===== config.mk =====
export PLATFORM = sky130hd
export DESIGN_NAME = div_unit
export DESIGN_NICKNAME = d
export VERILOG_FILES = /design/src/rtl/div_pkg.sv /design/src/rtl/div_unit.sv
export SDC_FILE = /design/constraint.sdc
export NUM_CORES = 1
export LEC_CHECK = 0
export ABC_AREA = 0
export CAP_MARGIN = 20
export CORE_AREA = 5 5 179 224
export CTS_BUF_LIST = sky130_fd_sc_hd__clkbuf_4
export DETAILED_ROUTE_END_ITERATION = 16
export DIE_AREA = 0 0 184 229
export PLACE_DENSITY_LB_ADDON = 0.3
export SKIP_LAST_GASP = 1
export SYNTH_ARGS = -nofsm -noshare
export SYNTH_HDL_FRONTEND = slang
export SYNTH_SLANG_ARGS = --single-unit

===== constraint.sdc =====
create_clock -name clk -period 5.2 [get_ports clk]
set_input_delay 0.52 -clock clk [delete_from_list [all_inputs] [get_ports clk]]
set_output_delay 0.52 -clock clk [all_outputs]
set_load 0.01 [all_outputs]

===== src/rtl/div_pkg.sv =====
// Shared types and decode helpers for the RV32M iterative divider.
// Operation encodings follow funct3[1:0] of the M-extension divide group.
package div_pkg;

    typedef enum logic [1:0] {
        DIV  = 2'b00,
        DIVU = 2'b01,
        REM  = 2'b10,
        REMU = 2'b11
    } div_op_t;

    typedef enum logic [1:0] {
        IDLE = 2'b00,
        CALC = 2'b01,
        DONE = 2'b10
    } div_state_t;

    function automatic logic is_signed_op(input logic [1:0] op);
        return (op == DIV) || (op == REM);
    endfunction

    function automatic logic is_rem_op(input logic [1:0] op);
        return (op == REM) || (op == REMU);
    endfunction

endpackage


===== src/rtl/div_unit.sv =====
// Radix-2 restoring divide/remainder unit for DIV, DIVU, REM, REMU.
// Works on operand magnitudes; the sign fix-up is folded into the write of result.
module div_unit
    import div_pkg::*;
#(
    parameter int WIDTH = 32
) (
    input  logic             clk,
    input  logic             reset,
    input  logic             start,
    input  logic             kill,
    input  logic [1:0]       op,
    input  logic [WIDTH-1:0] a,
    input  logic [WIDTH-1:0] b,
    output logic             busy,
    output logic             done,
    output logic [WIDTH-1:0] result
);

    localparam int CNT_W = $clog2(WIDTH);
    localparam logic [CNT_W-1:0] CNT_LAST = CNT_W'(WIDTH - 1);
    localparam logic [WIDTH-1:0] MIN_INT = {1'b1, {(WIDTH-1){1'b0}}};

    div_state_t       state_reg;
    logic [1:0]       op_reg;
    logic             sign_a_reg;
    logic             sign_b_reg;
    logic [WIDTH-1:0] b_abs_reg;
    logic [WIDTH-1:0] quo_reg;
    logic [WIDTH-1:0] rem_reg;
    logic [WIDTH-1:0] result_reg;
    logic [CNT_W-1:0] cnt_reg;

    logic             in_signed;
    logic             a_neg;
    logic             b_neg;
    logic [WIDTH-1:0] a_abs;
    logic [WIDTH-1:0] b_abs;
    logic             special;
    logic [WIDTH-1:0] special_res;
    logic [WIDTH:0]   shifted;
    logic [WIDTH:0]   diff;
    logic [WIDTH-1:0] rem_step;
    logic [WIDTH-1:0] quo_step;
    logic             op_signed;
    logic [WIDTH-1:0] q_fix;
    logic [WIDTH-1:0] r_fix;
    logic [WIDTH-1:0] calc_res;

    always_comb begin
        // Operand decode for a launch in IDLE
        in_signed = is_signed_op(op);
        a_neg     = in_signed & a[WIDTH-1];
        b_neg     = in_signed & b[WIDTH-1];
        a_abs     = a_neg ? (~a + 1'b1) : a;
        b_abs     = b_neg ? (~b + 1'b1) : b;
        special   = (b == '0) || (in_signed && (a == MIN_INT) && (b == '1));
        if (b == '0) begin
            special_res = is_rem_op(op) ? a : '1;
        end else begin
            special_res = is_rem_op(op) ? '0 : MIN_INT;
        end

        // One restoring step; the remainder never exceeds |b|-1, so WIDTH+1 bits hold the trial
        shifted = {rem_reg, quo_reg[WIDTH-1]};
        diff    = shifted - {1'b0, b_abs_reg};
        if (!diff[WIDTH]) begin
            rem_step = diff[WIDTH-1:0];
            quo_step = {quo_reg[WIDTH-2:0], 1'b1};
        end else begin
            rem_step = shifted[WIDTH-1:0];
            quo_step = {quo_reg[WIDTH-2:0], 1'b0};
        end

        op_signed = is_signed_op(op_reg);
        q_fix     = (op_signed && (sign_a_reg != sign_b_reg)) ? (~quo_step + 1'b1) : quo_step;
        r_fix     = (op_signed && sign_a_reg) ? (~rem_step + 1'b1) : rem_step;
        calc_res  = is_rem_op(op_reg) ? r_fix : q_fix;
    end

    always_ff @(posedge clk) begin
        if (reset) begin
            state_reg  <= IDLE;
            op_reg     <= '0;
            sign_a_reg <= 1'b0;
            sign_b_reg <= 1'b0;
            b_abs_reg  <= '0;
            quo_reg    <= '0;
            rem_reg    <= '0;
            result_reg <= '0;
            cnt_reg    <= '0;
        end else begin
            case (state_reg)
                IDLE: begin
                    if (start && !kill) begin
                        op_reg     <= op;
                        sign_a_reg <= a_neg;
                        sign_b_reg <= b_neg;
                        b_abs_reg  <= b_abs;
                        quo_reg    <= a_abs;
                        rem_reg    <= '0;
                        cnt_reg    <= '0;
                        if (special) begin
                            state_reg  <= DONE;
                            result_reg <= special_res;
                        end else begin
                            state_reg <= CALC;
                        end
                    end
                end
                CALC: begin
                    if (kill) begin
                        state_reg <= IDLE;
                    end else begin
                        rem_reg <= rem_step;
                        quo_reg <= quo_step;
                        cnt_reg <= cnt_reg + 1'b1;
                        if (cnt_reg == CNT_LAST) begin
                            state_reg  <= DONE;
                            result_reg <= calc_res;
                        end
                    end
                end
                DONE: begin
                    state_reg <= IDLE;
                end
                default: begin
                    state_reg <= IDLE;
                end
            endcase
        end
    end

    assign busy   = (state_reg != IDLE);
    assign done   = (state_reg == DONE);
    assign result = result_reg;

endmodule


==> impl_metrics.env, run 1 <==
export IMPL_ant_nets=0
export IMPL_path_class="reg -> reg"
export IMPL_n_fill_cell=4087
export IMPL_regToRegSetupSlack_ns=0.56
export IMPL_drv_slew=0
export IMPL_p_comb_frac=0.337
export IMPL_use_met2=0.323
export IMPL_critPathLaunch="quo_reg[31]"
export IMPL_cp_max_fo=24
export IMPL_hold_start="b_abs_reg[31]"
export IMPL_cts_made_buffers=17
export IMPL_fin_hold_ws_ns=0.462
export IMPL_grt_max_degree=101
export IMPL_grt_pass1_wl_microns=61500
export IMPL_tns_ns=0
export IMPL_finClkSkew_ns=0.0222
export IMPL_drt_initial_drc_count=660
export IMPL_grt_usage=0.181
export IMPL_yosys_register_bits=139
export IMPL_rsz0062_at_grt="no"
export IMPL_start_util=0.296
export IMPL_netlist_instances=1551
export IMPL_synth_xor_area_frac=0.105
export IMPL_swShare=0.364
export IMPL_timing_final_crit_share=0.892
export IMPL_crit_chain="inv_1 -> ha_1 -> fa_1 -> nand2b_1 -> a21o_1 -> a22o_1 -> o21ai_2 -> a21oi_2 -> xnor2_4 -> inv_4 -> nor2_1 -> a21oi_1 -> ha_1 -> inv_1 -> nor4_4 -> nand3_1 -> o31ai_1 -> xor2_1 -> a41oi_1"
export IMPL_viasPerCell=5.47
export IMPL_cap_violations=0
export IMPL_synth_simple_gate_area_frac=0.244
export IMPL_hold_path_endpoint="b_abs_reg[31]"
export IMPL_p_switching_mw=1.11
export IMPL_reg2regPathDepth=19
export IMPL_hp_class="reg -> reg"
export IMPL_first_pass_iters=7
export IMPL_synth_top_family_by_area="compound AO/OA/AOI/OAI gates"
export IMPL_h_tree_depth=4
export IMPL_yosysSeqAreaShare=0.249
export IMPL_rows=80
export IMPL_seqPwrFrac=0.386
export IMPL_r2r_start="quo_reg[31]"
export IMPL_syn_nets=1661
export IMPL_cts_sinks=139
export IMPL_drc=0
export IMPL_leakage_nw=4.80
export IMPL_finalInstanceArea_sq_um=13100
export IMPL_worstReg2RegEnd="result[28]"
export IMPL_cts_resized=0
export IMPL_dieArea_sq_um=42100
export IMPL_worstSetupStartpointType="flop"
export IMPL_grt_met3_usage=0.0186
export IMPL_die_w_microns=184
export IMPL_postCtsSetupBuffers=0
export IMPL_slowest_delay_ns=0.47
export IMPL_ir_worst_vdd_v=0.000136
export IMPL_grt_use_met1=0.221
export IMPL_synth_fa_ha_area_frac=0.0454
export IMPL_busiest_layer="met2"
export IMPL_io_buffers=103
export IMPL_via_count=11600
export IMPL_max_freq_ghz=0.216
export IMPL_coreArea_sq_um=37800
export IMPL_die_height_microns=229
export IMPL_areaGrowthSynthToFinish_pct=16.7
export IMPL_place_gp_congestion=0.899
export IMPL_avgSynthCellArea_sq_um=7.21
export IMPL_hold_depth=2
export IMPL_ys_async_sr_fraction=0
export IMPL_dp_cells=2084
export IMPL_wire_per_inst_microns=18.3
export IMPL_relSlewSlack=0.301
export IMPL_antenna_found_initial=2
export IMPL_place_hpwl_microns=30000
export IMPL_wirelength_microns=38700
export IMPL_grt_pass1_vias=11100
export IMPL_slowest_stage="nor4_4"
export IMPL_setup_violations_final=0
export IMPL_synth_top_flop_cell="dfxtp_1"
export IMPL_fin_cells=2116
export IMPL_cts_reportedPaths_clkPinSlew_ns=0.13
export IMPL_clock_power_share=0.277
export IMPL_netlist_area_sq_um=11200
export IMPL_cts_path_max_buffers=2
export IMPL_worstMarginPinSlew_ns=1.05
export IMPL_end_kind="flop"
export IMPL_grt_overflow_total=0
export IMPL_fin_crit_ns=4.64
export IMPL_crit_arrival_ns=5.14
export IMPL_crit_required_ns=5.70
export IMPL_tritoncts="built"
export IMPL_synth_compound_area_share=0.270
export IMPL_hold_buffers=0
export IMPL_synthMuxAreaShare=0.0348
export IMPL_yosysWarnings=0
export IMPL_clkLatencyLatePin_ns=0.63
export IMPL_ios=104
export IMPL_place_area_sq_um=12700
export IMPL_synth_edf_count=0
export IMPL_cts_root_buf="clkbuf_4"
export IMPL_fin_nets=1721
export IMPL_outcome="finished clean"
export IMPL_yosysUniqueCellTypes=76
export IMPL_hold_viol=0
export IMPL_p_per_area_nw_per_um2=234
export IMPL_p_int_mw=1.94
export IMPL_drive_gt1_frac=0.0561
cell usage after synthesis (5+ instances only):
master | n | area (sq um)
nand4_1 | 17 | 106
nor3_1 | 41 | 205
o31ai_1 | 23 | 173
or3_1 | 19 | 119
nor4_1 | 13 | 81.3
or4_1 | 8 | 60.1
mux2_2 | 7 | 78.8
a311oi_1 | 21 | 184
o41ai_1 | 5 | 43.8
or2_2 | 7 | 43.8
nand2_1 | 134 | 503
xnor2_1 | 55 | 482
nand3_1 | 20 | 100
a211oi_1 | 64 | 480
clkbuf_1 | 76 | 285
o211ai_1 | 23 | 173
mux2i_1 | 31 | 310
xor2_1 | 76 | 666
nand2b_1 | 28 | 175
a41oi_1 | 7 | 61.3
a211o_1 | 5 | 43.8
a31oi_1 | 21 | 131
nor2_1 | 244 | 916
nor2b_1 | 11 | 68.8
dfxtp_1 | 139 | 2780
o21ai_0 | 95 | 475
o21bai_1 | 5 | 37.5
nand3b_1 | 6 | 45.0
and2_1 | 8 | 50.1
a21o_1 | 11 | 82.6
and3_1 | 12 | 75.1
ha_1 | 39 | 488
inv_1 | 58 | 218
a21oi_1 | 128 | 641
buf_2 | 11 | 55.1
a22oi_1 | 17 | 128
power groups by stage:
stage	sequential (mW)	combinational, mW	clock (mW)
floorplan	1.19	0.694	0
global route	1.19	1.13	0.905
global placement	1.20	1.01	0
CTS	1.18	1.02	0.865
finish	1.18	1.03	0.845
detailed placement	1.20	1.02	0
critical path: cells and delay by family, from the launching register on:
family	cells	cell delay [ns]
buf+inv	3	0.43
fa+ha+maj	3	0.93
flops	1	0.37
xor+xnor	2	0.37
compound gates	7	1.48
simple gates	4	0.93
final cells by class:
type | count | area, sq um | area share
Sequential cell | 139 | 2780 | 0.213
Antenna cell | 2 | 5.00 | 0.000383
Tap cell | 492 | 616 | 0.0472
Clock buffer | 19 | 143 | 0.0109
Timing Repair Buffer | 132 | 1250 | 0.0955
Multi-Input combinational cell | 1262 | 7860 | 0.602
Clock inverter | 11 | 176 | 0.0135
Inverter | 59 | 224 | 0.0172
worst max path at each step:
| stage | endpoint | cells after the start |
|---|---|---|
| 5_1_grt | result[26] | 19 |
| 4_1_cts | result[28] | 19 |
| 6_report | result[28] | 19 |
| 3_3_place_gp | result[28] | 19 |
| 2_1_floorplan | result[14] | 21 |
| 3_5_place_dp | result[28] | 19 |
routing by layer:
metal,vias up,routed length [microns]
li1,5717,-
met4,0,1160
met5,-,0
met3,53,1170
met2,277,19700
met1,5538,16600
layout by cell type (no fill, tap or decap), types with 6 or more instances in the layout:
| cell type | n |
|---|---|
| nor2b_1 | 10 |
| and2_1 | 8 |
| a311oi_1 | 21 |
| a21oi_1 | 128 |
| or4_1 | 8 |
| nand3_1 | 20 |
| xnor2_1 | 55 |
| o211ai_1 | 23 |
| nor4_1 | 12 |
| ha_1 | 39 |
| mux2_2 | 7 |
| clkdlybuf4s50_1 | 102 |
| or2_2 | 7 |
| a22oi_1 | 17 |
| or3_1 | 19 |
| dfxtp_1 | 139 |
| buf_4 | 30 |
| nor3_1 | 41 |
| mux2i_1 | 31 |
| nand2b_1 | 27 |
| and3_1 | 12 |
| a211oi_1 | 64 |
| o31ai_1 | 23 |
| a31oi_1 | 21 |
| clkbuf_4 | 19 |
| nor2_1 | 242 |
| inv_1 | 58 |
| a41oi_1 | 7 |
| nand4_1 | 17 |
| nand2_1 | 134 |
| xor2_1 | 76 |
| nand3b_1 | 6 |
| o21ai_0 | 95 |
| a21o_1 | 11 |
cell families (layout without fill, tap and decap cells):
kind of cell | Yosys count | after routing
other | 0 | 2
flip-flops | 139 | 139
AO/OA/AOI/OAI | 465 | 465
adder cells (fa/ha/maj) | 40 | 40
AND/OR/NAND/NOR | 587 | 587
multiplexers | 38 | 38
buffers and inverters | 150 | 221
XOR/XNOR | 132 | 132
per-stage QoR:
stage                     utilization  setup slack (ns)  total power, mW
after CTS                       0.345             0.572             3.07
after global placement          0.336             0.720             2.22
after global routing            0.345             0.114             3.22
final                           0.345             0.562             3.05
after detailed placement        0.336             0.586             2.22
after floorplan                     -             0.566             1.88
No activity file was read; power rests on OpenSTA's default activity.
==> run 2, diff against run 1 <==
Settings changed: CORE_AREA 5 5 179 224 to 4 4 178 223, DIE_AREA 0 0 184 229 to 0 0 182 227.
Clock period 5.2 ns to 4.7 ns, I/O delays scaled along.
==> impl_metrics.env, run 2 (synthesized netlist as in run 1, its figures left out) <==
export IMPL_critPathLaunch="quo_reg[31]"
export IMPL_p_per_area_nw_per_um2=250
export IMPL_hold_start="reset"
export IMPL_drive_gt1_frac=0.0608
export IMPL_cts_resized=0
export IMPL_wl_met2_microns=19900
export IMPL_outcome="finished clean"
export IMPL_layout_setup_ws_ns=0.296
export IMPL_crit_arrival_ns=4.92
export IMPL_dieArea_sq_um=41300
export IMPL_place_area_sq_um=12800
export IMPL_leakage_nw=4.79
export IMPL_wl_met1_microns=16400
export IMPL_relSlewSlack=0.305
export IMPL_final_cell_mix="nor2_1, dfxtp_1, nand2_1"
export IMPL_viasPerCell=5.42
export IMPL_grt_usage=0.187
export IMPL_rows=79
export IMPL_finalInstanceArea_sq_um=13000
export IMPL_cts_path_max_buffers=2
export IMPL_worstMarginPinSlew_ns=1.04
export IMPL_cts_root_buf="clkbuf_4"
export IMPL_final_common_cell="nor2_1"
export IMPL_crit_required_ns=5.22
export IMPL_via_count=11500
export IMPL_io_buffers=103
export IMPL_place_hpwl_microns=30200
export IMPL_grt_max_degree=101
export IMPL_cap_violations=0
export IMPL_route_top_layer_used="met4"
export IMPL_fin_nets=1725
export IMPL_areaGrowthSynthToFinish_pct=16.6
export IMPL_die_w_microns=182
export IMPL_fin_crit_ns=4.40
export IMPL_antenna_found_initial=1
export IMPL_hold_buffers=0
export IMPL_post_route_util=0.350
export IMPL_first_pass_iters=6
export IMPL_fin_hold_ws_ns=0.351
export IMPL_cp_max_fo=36
export IMPL_place_gp_congestion=0.928
export IMPL_start_util=0.300
export IMPL_n_fill_cell=4032
export IMPL_ios=104
export IMPL_hold_depth=2
export IMPL_max_freq_ghz=0.227
export IMPL_cts_sinks=139
export IMPL_r2r_start="quo_reg[31]"
export IMPL_grt_pass1_vias=11100
export IMPL_hold_path_endpoint="rem_reg[27]"
export IMPL_postCtsSetupBuffers=0
export IMPL_grt_overflow_total=0
export IMPL_cts_made_buffers=17
export IMPL_path_class="reg -> reg"
export IMPL_die_height_microns=227
export IMPL_timing_final_crit_share=0.937
export IMPL_ant_nets=0
export IMPL_clkLatencyLatePin_ns=0.63
export IMPL_worstSetupStartpointType="flop"
export IMPL_drv_slew=0
export IMPL_hp_class="in -> reg"
export IMPL_met3_length_microns=1640
export IMPL_reg2regPathDepth=16
export IMPL_tritoncts="built"
export IMPL_grt_pass1_wl_microns=61800
export IMPL_regToRegSetupSlack_ns=0.30
export IMPL_drc=0
export IMPL_setup_violations_final=0
export IMPL_worstReg2RegEnd="result[31]"
export IMPL_cts_reportedPaths_clkPinSlew_ns=0.12
export IMPL_coreArea_sq_um=37300
export IMPL_dp_slack_ns=0.199
export IMPL_finClkSkew_ns=0.0402
export IMPL_wire_per_inst_microns=18.5
export IMPL_ir_worst_vdd_v=0.000126
export IMPL_drt_initial_drc_count=748
export IMPL_wirelength_microns=39100
export IMPL_end_kind="flop"
export IMPL_h_tree_depth=4
export IMPL_hold_viol=0
-- run 2: how the worst max path moves through the flow --
stage,endpoint,slack (ns),cells after the start
after floorplan,result[14],0.07,21
after global placement,result[28],0.27,16
after detailed placement,result[28],0.20,16
after CTS,result[28],0.18,16
after global routing,result[26],-0.005,19
final,result[31],0.30,16
-- run 2: routing by layer --
metal,up-vias,track usage
met5,-,0
met4,0,0.0622
met3,61,0.0268
met2,311,0.341
met1,5386,0.226
li1,5719,-
-- run 2: layout make-up --
type / count / area, sq um / share of cell area
repair buffers: 136 / 1290 / 0.0991
clock inverters: 11 / 103 / 0.00787
inverters: 59 / 224 / 0.0172
clock buffers: 21 / 158 / 0.0121
multi-input cells: 1262 / 7870 / 0.603
diodes: 2 / 5.00 / 0.000384
well taps: 486 / 608 / 0.0466
flip-flops and latches: 139 / 2780 / 0.213
-- run 2: stage by stage --
| stage | instances | total power [mW] | setup TNS (ns) |
|---|---|---|---|
| finish | 2116 | 3.26 | 0 |
| global route | 2116 | 3.44 | -0.00492 |
| CTS | 2114 | 3.26 | 0 |
| detailed placement | 2082 | 2.47 | 0 |
| global placement | 2082 | 2.47 | 0 |
| floorplan | 1551 | 2.08 | 0 |
-- run 2: report_power, final --
part / total [mW] / switching [mW] / internal, mW
clock network: 0.793 / 0.466 / 0.327
registers: 1.30 / 0.0644 / 1.24
logic: 1.16 / 0.710 / 0.448
-- run 2: critical path: stages, from the launching register on --
cell and delay (ns):
dfxtp_1 0.37, inv_1 0.07, ha_1 0.21, fa_1 0.43, nand2b_1 0.18, a21o_1 0.22, a22o_1 0.24, o21ai_2 0.20
a21oi_2 0.13, xnor2_4 0.19, buf_6 0.37, mux2_2 0.46, a211oi_4 0.30, o2111a_2 0.31, nand3b_1 0.11, or3_1 0.31
and4_1 0.19
